### config.mk
export PLATFORM = sky130hd
export DESIGN_NAME = btn_event_queue
export DESIGN_NICKNAME = d
export VERILOG_FILES = /design/src/rtl/btn_pkg.sv /design/src/rtl/event_fifo.sv /design/src/rtl/btn_event_queue.sv
export SDC_FILE = /design/constraint.sdc
export NUM_CORES = 1
export LEC_CHECK = 0
export BUFFER_PORTS_ARGS = -buffer_cell sky130_fd_sc_hd__buf_2
export CAP_MARGIN = 30
export CORE_MARGIN = 10
export CORE_UTILIZATION = 30
export DETAILED_ROUTE_END_ITERATION = 6
export PLACE_DENSITY = 0.51
export SETUP_SLACK_MARGIN = 0.5
export SLEW_MARGIN = 20
export SYNTH_ARGS = -nofsm -noshare
export SYNTH_HDL_FRONTEND = slang
export SYNTH_SLANG_ARGS = --single-unit
### constraint.sdc
create_clock -name clk -period 2.95 [get_ports clk]
set_clock_uncertainty 0.15 [all_clocks]
set_input_delay 0.4425 -clock clk [delete_from_list [all_inputs] [get_ports clk]]
set_output_delay 0.4425 -clock clk [all_outputs]
set_load 0.03 [all_outputs]
### src/rtl/btn_pkg.sv
// Shared defaults and types for the button event queue.
package btn_pkg;

  localparam int N_BTN_DEFAULT        = 4;
  localparam int MERGE_WINDOW_DEFAULT = 8;
  localparam int EVQ_DEPTH_DEFAULT    = 8;

  typedef enum logic {
    CH_IDLE    = 1'b0,
    CH_HOLDOFF = 1'b1
  } ch_state_t;

  typedef logic [$clog2(N_BTN_DEFAULT)-1:0] ev_id_t;

endpackage

### src/rtl/event_fifo.sv
// Synchronous first-word fall-through FIFO; data_out shows the head whenever !empty.
// A push while full is taken only when a pop happens in the same cycle.
module event_fifo #(
  parameter int WIDTH = 2,
  parameter int DEPTH = 8,
  localparam int AW = $clog2(DEPTH),
  localparam int CW = $clog2(DEPTH + 1)
) (
  input  logic             clk,
  input  logic             rst,
  input  logic             push,
  input  logic [WIDTH-1:0] data_in,
  output logic             full,
  input  logic             pop,
  output logic [WIDTH-1:0] data_out,
  output logic             empty,
  output logic [CW-1:0]    count
);

  logic [WIDTH-1:0] mem [DEPTH];
  logic [AW-1:0]    wr_ptr;
  logic [AW-1:0]    rd_ptr;
  logic             do_push;
  logic             do_pop;

  assign empty    = (count == '0);
  assign full     = (count == CW'(DEPTH));
  assign do_pop   = pop && !empty;
  assign do_push  = push && (!full || do_pop);
  assign data_out = mem[rd_ptr];

  always_ff @(posedge clk) begin
    if (do_push) begin
      mem[wr_ptr] <= data_in;
    end
  end

  // Pointers are exactly AW bits wide, so DEPTH being a power of two gives the wrap for free.
  always_ff @(posedge clk or posedge rst) begin
    if (rst) begin
      wr_ptr <= '0;
      rd_ptr <= '0;
      count  <= '0;
    end else begin
      if (do_push) begin
        wr_ptr <= wr_ptr + AW'(1);
      end
      if (do_pop) begin
        rd_ptr <= rd_ptr + AW'(1);
      end
      case ({do_push, do_pop})
        2'b10:   count <= count + CW'(1);
        2'b01:   count <= count - CW'(1);
        default: count <= count;
      endcase
    end
  end

endmodule

### src/rtl/btn_event_queue.sv
// Collapses debouncer pulse bursts into one event per press, arbitrates channels
// lowest-index first and queues event ids in a FWFT FIFO with a valid/ready handshake.
module btn_event_queue
  import btn_pkg::*;
#(
  parameter int N_BTN        = N_BTN_DEFAULT,
  parameter int MERGE_WINDOW = MERGE_WINDOW_DEFAULT,
  parameter int DEPTH        = EVQ_DEPTH_DEFAULT,
  localparam int ID_W   = (N_BTN > 1) ? $clog2(N_BTN) : 1,
  localparam int CNT_W  = $clog2(DEPTH + 1),
  localparam int HOLD_W = $clog2(MERGE_WINDOW)
) (
  input  logic             clk,
  input  logic             rst,
  input  logic [N_BTN-1:0] btn_pulse,
  output logic             ev_valid,
  output logic [ID_W-1:0]  ev_id,
  input  logic             ev_ready,
  output logic [CNT_W-1:0] ev_count,
  output logic             overflow,
  input  logic             clr_overflow
);

  logic [N_BTN-1:0]  prev;
  logic [N_BTN-1:0]  rise;
  logic [N_BTN-1:0]  accept;
  logic [N_BTN-1:0]  drop;
  logic [N_BTN-1:0]  pending;
  logic [N_BTN-1:0]  grant;
  logic [ID_W-1:0]   wr_id;
  logic              found;
  logic              fifo_full;
  logic              fifo_empty;
  logic              pop;
  logic              push;
  ch_state_t         ch_state [N_BTN];
  logic [HOLD_W-1:0] hold_cnt [N_BTN];

  assign ev_valid = !fifo_empty;
  assign pop      = ev_valid && ev_ready;
  assign push     = (|pending) && (!fifo_full || pop);

  always_comb begin
    rise   = btn_pulse & ~prev;
    accept = '0;
    grant  = '0;
    wr_id  = '0;
    found  = 1'b0;
    for (int i = 0; i < N_BTN; i++) begin
      // A holdoff counter sitting at zero is on its last cycle, so a rise there
      // lands exactly MERGE_WINDOW edges after the previous accept and counts.
      accept[i] = rise[i] && ((ch_state[i] == CH_IDLE) || (hold_cnt[i] == '0));
      if (pending[i] && !found) begin
        grant[i] = 1'b1;
        wr_id    = ID_W'(i);
        found    = 1'b1;
      end
    end
    drop = accept & pending;
  end

  always_ff @(posedge clk or posedge rst) begin
    if (rst) begin
      prev     <= '0;
      pending  <= '0;
      overflow <= 1'b0;
      for (int i = 0; i < N_BTN; i++) begin
        ch_state[i] <= CH_IDLE;
        hold_cnt[i] <= '0;
      end
    end else begin
      prev <= btn_pulse;
      for (int i = 0; i < N_BTN; i++) begin
        if (accept[i]) begin
          ch_state[i] <= CH_HOLDOFF;
          hold_cnt[i] <= HOLD_W'(MERGE_WINDOW - 1);
        end else if (ch_state[i] == CH_HOLDOFF) begin
          if (hold_cnt[i] == '0) begin
            ch_state[i] <= CH_IDLE;
          end else begin
            hold_cnt[i] <= hold_cnt[i] - HOLD_W'(1);
          end
        end
      end
      pending <= (pending & ~(push ? grant : '0)) | (accept & ~pending);
      // A drop in the same cycle as a clear must stay visible.
      if (|drop) begin
        overflow <= 1'b1;
      end else if (clr_overflow) begin
        overflow <= 1'b0;
      end
    end
  end

  event_fifo #(
    .WIDTH(ID_W),
    .DEPTH(DEPTH)
  ) u_fifo (
    .clk     (clk),
    .rst     (rst),
    .push    (push),
    .data_in (wr_id),
    .full    (fifo_full),
    .pop     (pop),
    .data_out(ev_id),
    .empty   (fifo_empty),
    .count   (ev_count)
  );

endmodule

=== Word level (Yosys, flattened, before mapping) ===
Memories as Yosys holds them, arrays and structs flattened.
Cells that the tools add are included.
W data, S select, Z words.

* Flip-flop bits (word level): 35
* Bits in latches: 0
* RAM bits: 16
* Bits in read-only memories: 0
* Input bits: 8
* Output and inout bits: 8
* Logic and storage cells: 120
* Memories: 1

* Add/sub/neg operators: 8
* $mul: 0
* Div/mod/pow operators: 0
* $lt $le $gt $ge: 0
* Eq/ne operators: 7
* Shifts and indexed selects: 0
* Mux-type cells: 39
* Bitwise logic cells: 12
* Reductions and logical operators: 39

{| class="wikitable"
|+ Memories
! memory !! words !! width !! read ports !! clocked after Yosys merged registers in !! write ports !! RTL line !! RTL
|-
| u_fifo.mem || 8 || 2 || 1 || 0 || 1 || event_fifo.sv:20 || <nowiki>logic [WIDTH-1:0] mem [DEPTH];</nowiki>
|}

{| class="wikitable"
|+ Operators by type and width
! cell !! number
|-
| $mux W3 || 12
|-
| $mux W1 || 23
|-
| $and A4 B4 Y4 || 4
|-
| $logic_not A3 Y1 || 4
|-
| $not A4 Y4 || 3
|-
| $reduce_bool A2 Y1 || 6
|-
| $sub A3 B1 Y3 const B || 4
|-
| $logic_and A1 B1 Y1 || 11
|-
| $ne A2 B2 Y1 const B || 4
|-
| $pmux W4 S2 || 1
|-
| $reduce_and A2 Y1 || 4
|-
| $reduce_or A4 Y1 || 2
|-
| $add A3 B1 Y3 const B || 2
|-
| $logic_or A1 B1 Y1 || 6
|-
| $logic_not A1 Y1 || 5
|-
| $add A4 B1 Y4 const B || 1
|-
| $eq A4 B4 Y1 const B || 1
|-
| $logic_not A4 Y1 || 1
|-
| $mux W2 || 2
|-
| $mux W4 || 1
|-
| $not A1 Y1 || 4
|-
| $or A4 B4 Y4 || 1
|-
| $sub A4 B1 Y4 const B || 1
|-
| $eq A2 B1 Y1 const B || 1
|-
| $eq A2 B2 Y1 const B || 1
|}

=== Logic depth before layout (Yosys ltp) ===
* Depth after elaboration: 14
* Mapped depth: 10
* Depth with buffers taken out: 9

=== Hierarchy ===
A second synthesis with hierarchy kept.

* Cells, all modules: 200
* Area, all modules: 2441.1 µm²

{| class="wikitable"
|+ By module, submodules not included
! module !! times used !! cells an instance !! area an instance (µm²)
|-
| event_fifo || 1 || 95 || 1280.0
|-
| btn_event_queue || 1 || 105 || 1161.1
|}

=== Worst setup path before layout ===
No wires, ideal clock.

* Path type: reg-to-reg
* Start: register u_fifo.count[1]
* End: register u_fifo.count[3]
* Data arrival time: 2.667 ns
* Required time: 2.710 ns
* Path slack: 0.043 ns
* Cell stages (with the launch flop): 10
* Path through: dfrtp_1 buf_6 or4_4 nand2_2 inv_1 ha_1 buf_2 or4b_2 a21o_1 o221ai_1

* Word-level cells in the longest chain between the ends: 8

{| class="wikitable"
|+ RTL lines
! item !! RTL line !! RTL
|-
| from (decl) || event_fifo.sv:17 || <nowiki>output logic [CW-1:0] count</nowiki>
|-
| from (signal assigned) || event_fifo.sv:52 || <nowiki>2'b10: count <= count + CW'(1);</nowiki>
|-
| from (signal assigned) || event_fifo.sv:53 || <nowiki>2'b01: count <= count - CW'(1);</nowiki>
|-
| from (signal assigned) || event_fifo.sv:54 || <nowiki>default: count <= count;</nowiki>
|-
| $logic_not A4 Y1 * || event_fifo.sv:26 || <nowiki>assign empty = (count == '0);</nowiki>
|-
| $logic_not A1 Y1 * || btn_event_queue.sv:39 || <nowiki>assign ev_valid = !fifo_empty;</nowiki>
|-
| via ev_valid || btn_event_queue.sv:16 || <nowiki>output logic ev_valid,</nowiki>
|-
| $logic_and A1 B1 Y1 || btn_event_queue.sv:40 || <nowiki>assign pop = ev_valid && ev_ready;</nowiki>
|-
| $logic_and A1 B1 Y1 * || event_fifo.sv:28 || <nowiki>assign do_pop = pop && !empty;</nowiki>
|-
| via u_fifo.do_pop || event_fifo.sv:24 || <nowiki>logic do_pop;</nowiki>
|-
| $logic_or A1 B1 Y1 || event_fifo.sv:29 || <nowiki>assign do_push = push && (!full || do_pop);</nowiki>
|-
| $logic_and A1 B1 Y1 || event_fifo.sv:29 ||
|-
| $eq A2 B1 Y1 or $eq A2 B2 Y1 (tied branches) || event_fifo.sv:51 || <nowiki>case ({do_push, do_pop})</nowiki>
|-
| $pmux W4 S2 or $reduce_bool A2 Y1 (tied branches) || -- ||
|}

Mark *: on every way through the listed nets, which the timed path passes. The rest lies on a longest branch.
A chain may end at the register's enable or synchronous reset.

=== Final worst setup path ===
* Start: register pending[0]
* End: register u_fifo.count[3]

* Word-level cells in the longest chain between the ends: 5

{| class="wikitable"
|+ RTL lines
! item !! RTL line !! RTL
|-
| from (decl) || btn_event_queue.sv:28 || <nowiki>logic [N_BTN-1:0] pending;</nowiki>
|-
| from (signal assigned) || btn_event_queue.sv:85 || <nowiki>pending <= (pending & ~(push ? grant : '0)) | (accept & ~pending);</nowiki>
|-
| $reduce_or A4 Y1 * || btn_event_queue.sv:41 || <nowiki>assign push = (|pending) && (!fifo_full || pop);</nowiki>
|-
| $logic_and A1 B1 Y1 * || btn_event_queue.sv:41 ||
|-
| $logic_and A1 B1 Y1 * || event_fifo.sv:29 ||
|-
| $eq A2 B1 Y1 or $eq A2 B2 Y1 (tied branches) || event_fifo.sv:51 ||
|-
| $pmux W4 S2 or $reduce_bool A2 Y1 (tied branches) || -- ||
|}

Mark *: on every way between the ends. The rest lies on a longest branch, timed or not.

==> run summary <==
The startpoint identified for the worst register-to-register timing path is pending[0]. The minimum clock period is 2.43 ns, and the synthesized instance count is 185. The static leakage is 0.00117 uW, and the antenna diode count is 0.

In this run the horizontal extent of the chip is 109 um. The tightest min-delay check is of the in -> async type. The tools report the number of fillers in the final layout as 755. The worst pin sits at a relative slew slack of 64.8%. The run gives 0 as the number of max-slew violations in the final report. The kind of capture point of the worst setup path was a register.

The final critical-path setup slack was 0.518 ns. The area of all placed cells without fillers was 2840 um2; the starting density of the core was 30.8%. The congestion estimate from routability-driven global placement came to 0.740. Number of endpoints with negative hold slack in the final report: 0. The HPWL after detailed placement is 2.96 mm. For this run, the top clock speed supported by timing is 411 MHz. Initial antenna violation count: 0. The cell count after placement came out at 300.

OpenSTA, run right after detailed placement, puts the worst setup slack at 0.348 ns. After floorplanning, the core was sized to cover 7730 um2. Input and output buffers added on the ports amount to 15. Setup repair after global routing could not meet its margin everywhere. In this run the count of I/O pins placed on the die edge is 16. In this run the power density over the cells is 1210 nW/um2.

The share of Yosys cell area claimed by the top area cell type was 36.7%; the starting DRC count in detailed routing was 38. sky130_fd_sc_hd__dfrtp_1 takes more of the synthesized area than any other cell. The clock latency reported for the late side of the worst-skew pair is 0.30 ns. At the worst endpoint, the arrival time is 2.50 ns. Counting every net in the synthesized netlist gives 206. During synthesis, Yosys emitted a total of 0 warnings. The worst reg-to-reg path cell count came out at 7. Data required time of the critical path: 3.02 ns.

The first TritonRoute pass finished after 4 iterations. The register area share after synthesis is 56.9%. The overall fraction of global-route tracks in use was 7.34%.

Clock tree synthesis inserted a total of 5 buffers. STA classifies the critical path startpoint as a register. Area after detailed placement: 2630 um2. The routed layout has 1466 vias.

After floorplanning, the core was divided into 32 placement rows. Setup violations remaining at the end of the flow were counted as 0. TritonCTS built the clock tree.

Largest fanout on the critical path: 8. The critical path is of the reg -> reg type. The max-cap check violation count was 0. The largest net degree at the start of global routing came out at 36. The dominant synthesized flop cell is sky130_fd_sc_hd__dfrtp_1. The setup slack of the worst register-to-register path is 0.52 ns. The run finished with clean final reports. Once detail routing completed, the nets flagged for antenna violations numbered 0. Counting flops with a built-in enable in the synthesized netlist gives 16. The logs give 43 for the post-synthesis cell type count and 7.09 mm for the global-route wire length before repair. The mapped netlist covers 2380 um2. The slew at the pin closest to its max-slew limit came out at 0.524 ns.

Detail-routed via count per cell: 4.62. The clock passes through at most 2 buffers. The tree is rooted in a sky130_fd_sc_hd__clkbuf_8.

The tools report the clock sink count as 51. Each instance of the synthesized netlist takes up on average 12.9 um2. VDD sags by at most 0.436 mV. The worst flop-to-flop path endpoint was u_fifo.count[3].

After detailed routing, the number of remaining DRC violations is 0. For this block, the routed nets add up to 4.03 mm of wire. The final net count was 235.

The critical path starts at pending[0]. The synthesis-stage register bit count is 51, and the post-route non-filler standard cell count is 317. In this run the number of H-tree levels came out at 2.

The total global routing overflow was 0. In this run the vertical extent of the chip is 109 um. Proportion of layout cells with a drive suffix above 1: 29.8%. Cells fill 36.7% of the core in the end.

The logs give 1516 for the number of global-route vias before repair and 0 ns for the final sum of negative setup slack. The floorplan step defined a die boundary enclosing 11900 um2. The period utilization came out at 82.4%. For this run, asynchronously set or reset flops after synthesis account for 68.6%. The CTS clock-pin slew for the worst setup and hold paths is 0.09 ns, and the growth of design area from synthesis to finish is 19.0%. After detailed routing, the average wire length per cell comes to 12.7 um. Ranked by total cell area, the synthesized netlist is headed by sky130_fd_sc_hd__dfrtp_1, sky130_fd_sc_hd__edfxtp_1, sky130_fd_sc_hd__ha_1.
==> stage by stage <==
stage | hold slack, ns | total power [uW]
floorplan | 0.295 | 2490
global placement | 0.310 | 2750
detailed placement | 0.318 | 2790
CTS | 0.0919 | 3400
global route | 0.0958 | 3720
finish | 0.0775 | 3430
==> Yosys cell counts, types with 2 or more instances <==
master                      number
sky130_fd_sc_hd__nand3_1         5
sky130_fd_sc_hd__nor3_1          8
sky130_fd_sc_hd__nand2b_1        7
sky130_fd_sc_hd__o211ai_1        2
sky130_fd_sc_hd__or2_2           3
sky130_fd_sc_hd__o21a_1          2
sky130_fd_sc_hd__nor2b_1         9
sky130_fd_sc_hd__xnor2_1         6
sky130_fd_sc_hd__buf_2           2
sky130_fd_sc_hd__a21oi_1         9
sky130_fd_sc_hd__a31oi_1         2
sky130_fd_sc_hd__inv_1          19
sky130_fd_sc_hd__nor2_1          6
sky130_fd_sc_hd__dfrtp_1        35
sky130_fd_sc_hd__ha_1           13
sky130_fd_sc_hd__a2bb2oi_1       8
sky130_fd_sc_hd__edfxtp_1       16
sky130_fd_sc_hd__or4_4           2
sky130_fd_sc_hd__mux4_2          4
sky130_fd_sc_hd__mux2_2          4
==> cell type report <==
| type | count | area, um2 | share of cell area (%) |
|---|---|---|---|
| clock inverters | 3 | 67.6 | 2.38 |
| repair buffers | 25 | 150 | 5.30 |
| well taps | 102 | 128 | 4.50 |
| inverters | 19 | 71.3 | 2.52 |
| multi-input cells | 112 | 987 | 34.8 |
| flip-flops and latches | 51 | 1360 | 48.1 |
| clock buffers | 5 | 68.8 | 2.43 |
==> cells by family after synthesis <==
logic type	after synthesis	synth area share (%)
xor+xnor	7	2.57
buf+inv	22	3.88
flops	51	56.9
simple gates	51	13.2
compound gates	31	9.92
mux	10	6.72
fa+ha+maj	13	6.82
==> power breakdown <==
group	internal [uW]	leakage [uW]	switching [uW]	total, uW
sequential	1070	0.000546	236	1300
clock	338	0.0000644	227	565
combinational	778	0.000564	778	1560
==> worst max-delay path by stage <==
stage,end,slack [ns],cells after the start
global route,u_fifo.count[3],0.42,6
global placement,u_fifo.count[3],0.37,7
finish,u_fifo.count[3],0.52,7
floorplan,u_fifo.count[3],0.40,8
CTS,u_fifo.count[3],0.51,6
detailed placement,u_fifo.count[3],0.35,7
==> registers in the layout, summed over array words and instances, names as in the netlist <==
name,flops
prev,4
overflow,1
u_fifo.count,4
ch_state,4
u_fifo.rd_ptr,3
u_fifo.wr_ptr,3
u_fifo.mem,16
hold_cnt,12
pending,4
==> worst max-delay path, stage by stage, from the launching register on <==
cell and delay [ns]:
sky130_fd_sc_hd__dfrtp_1 0.43, sky130_fd_sc_hd__or4_4 0.58, sky130_fd_sc_hd__o21ai_4 0.11, sky130_fd_sc_hd__buf_4 0.15, sky130_fd_sc_hd__ha_4 0.23, sky130_fd_sc_hd__or4b_4 0.48, sky130_fd_sc_hd__a21o_1 0.16, sky130_fd_sc_hd__o221ai_1 0.06
==> repair_timing <==
action / CTS / global route
endpoints found under the setup margin: 4 / 2
endpoints found under the hold margin: 0 / 0
pin swaps: 1 / 4
resized for setup: 1 / 1
buffers inserted: 3 / 6
hold buffers: 0 / 0
==> per-layer routing <==
metal / routed length, um / up-vias / GRT usage [%]
met5: 0 / - / 0
met4: 57 / 0 / 2.82
met3: 138 / 4 / 2.01
met2: 1930 / 29 / 12.1
met1: 1910 / 705 / 8.94
li1: - / 728 / -
==> placed cells by master (no fill, tap or decap), types with 3 or more instances in the layout <==
| master | count |
|---|---|
| sky130_fd_sc_hd__buf_2 | 15 |
| sky130_fd_sc_hd__xnor2_1 | 6 |
| sky130_fd_sc_hd__nand2b_1 | 7 |
| sky130_fd_sc_hd__inv_1 | 18 |
| sky130_fd_sc_hd__clkbuf_8 | 5 |
| sky130_fd_sc_hd__ha_1 | 11 |
| sky130_fd_sc_hd__mux4_2 | 4 |
| sky130_fd_sc_hd__a2bb2oi_1 | 8 |
| sky130_fd_sc_hd__a21oi_1 | 8 |
| sky130_fd_sc_hd__dfrtp_1 | 30 |
| sky130_fd_sc_hd__dfrtp_2 | 5 |
| sky130_fd_sc_hd__nor3_1 | 8 |
| sky130_fd_sc_hd__edfxtp_1 | 16 |
| sky130_fd_sc_hd__or2_2 | 3 |
| sky130_fd_sc_hd__nand3_1 | 5 |
| sky130_fd_sc_hd__nor2b_1 | 9 |
| sky130_fd_sc_hd__mux2_2 | 4 |
| sky130_fd_sc_hd__nor2_1 | 6 |
| sky130_fd_sc_hd__buf_4 | 10 |
No activity file was read; power rests on OpenSTA's default activity.
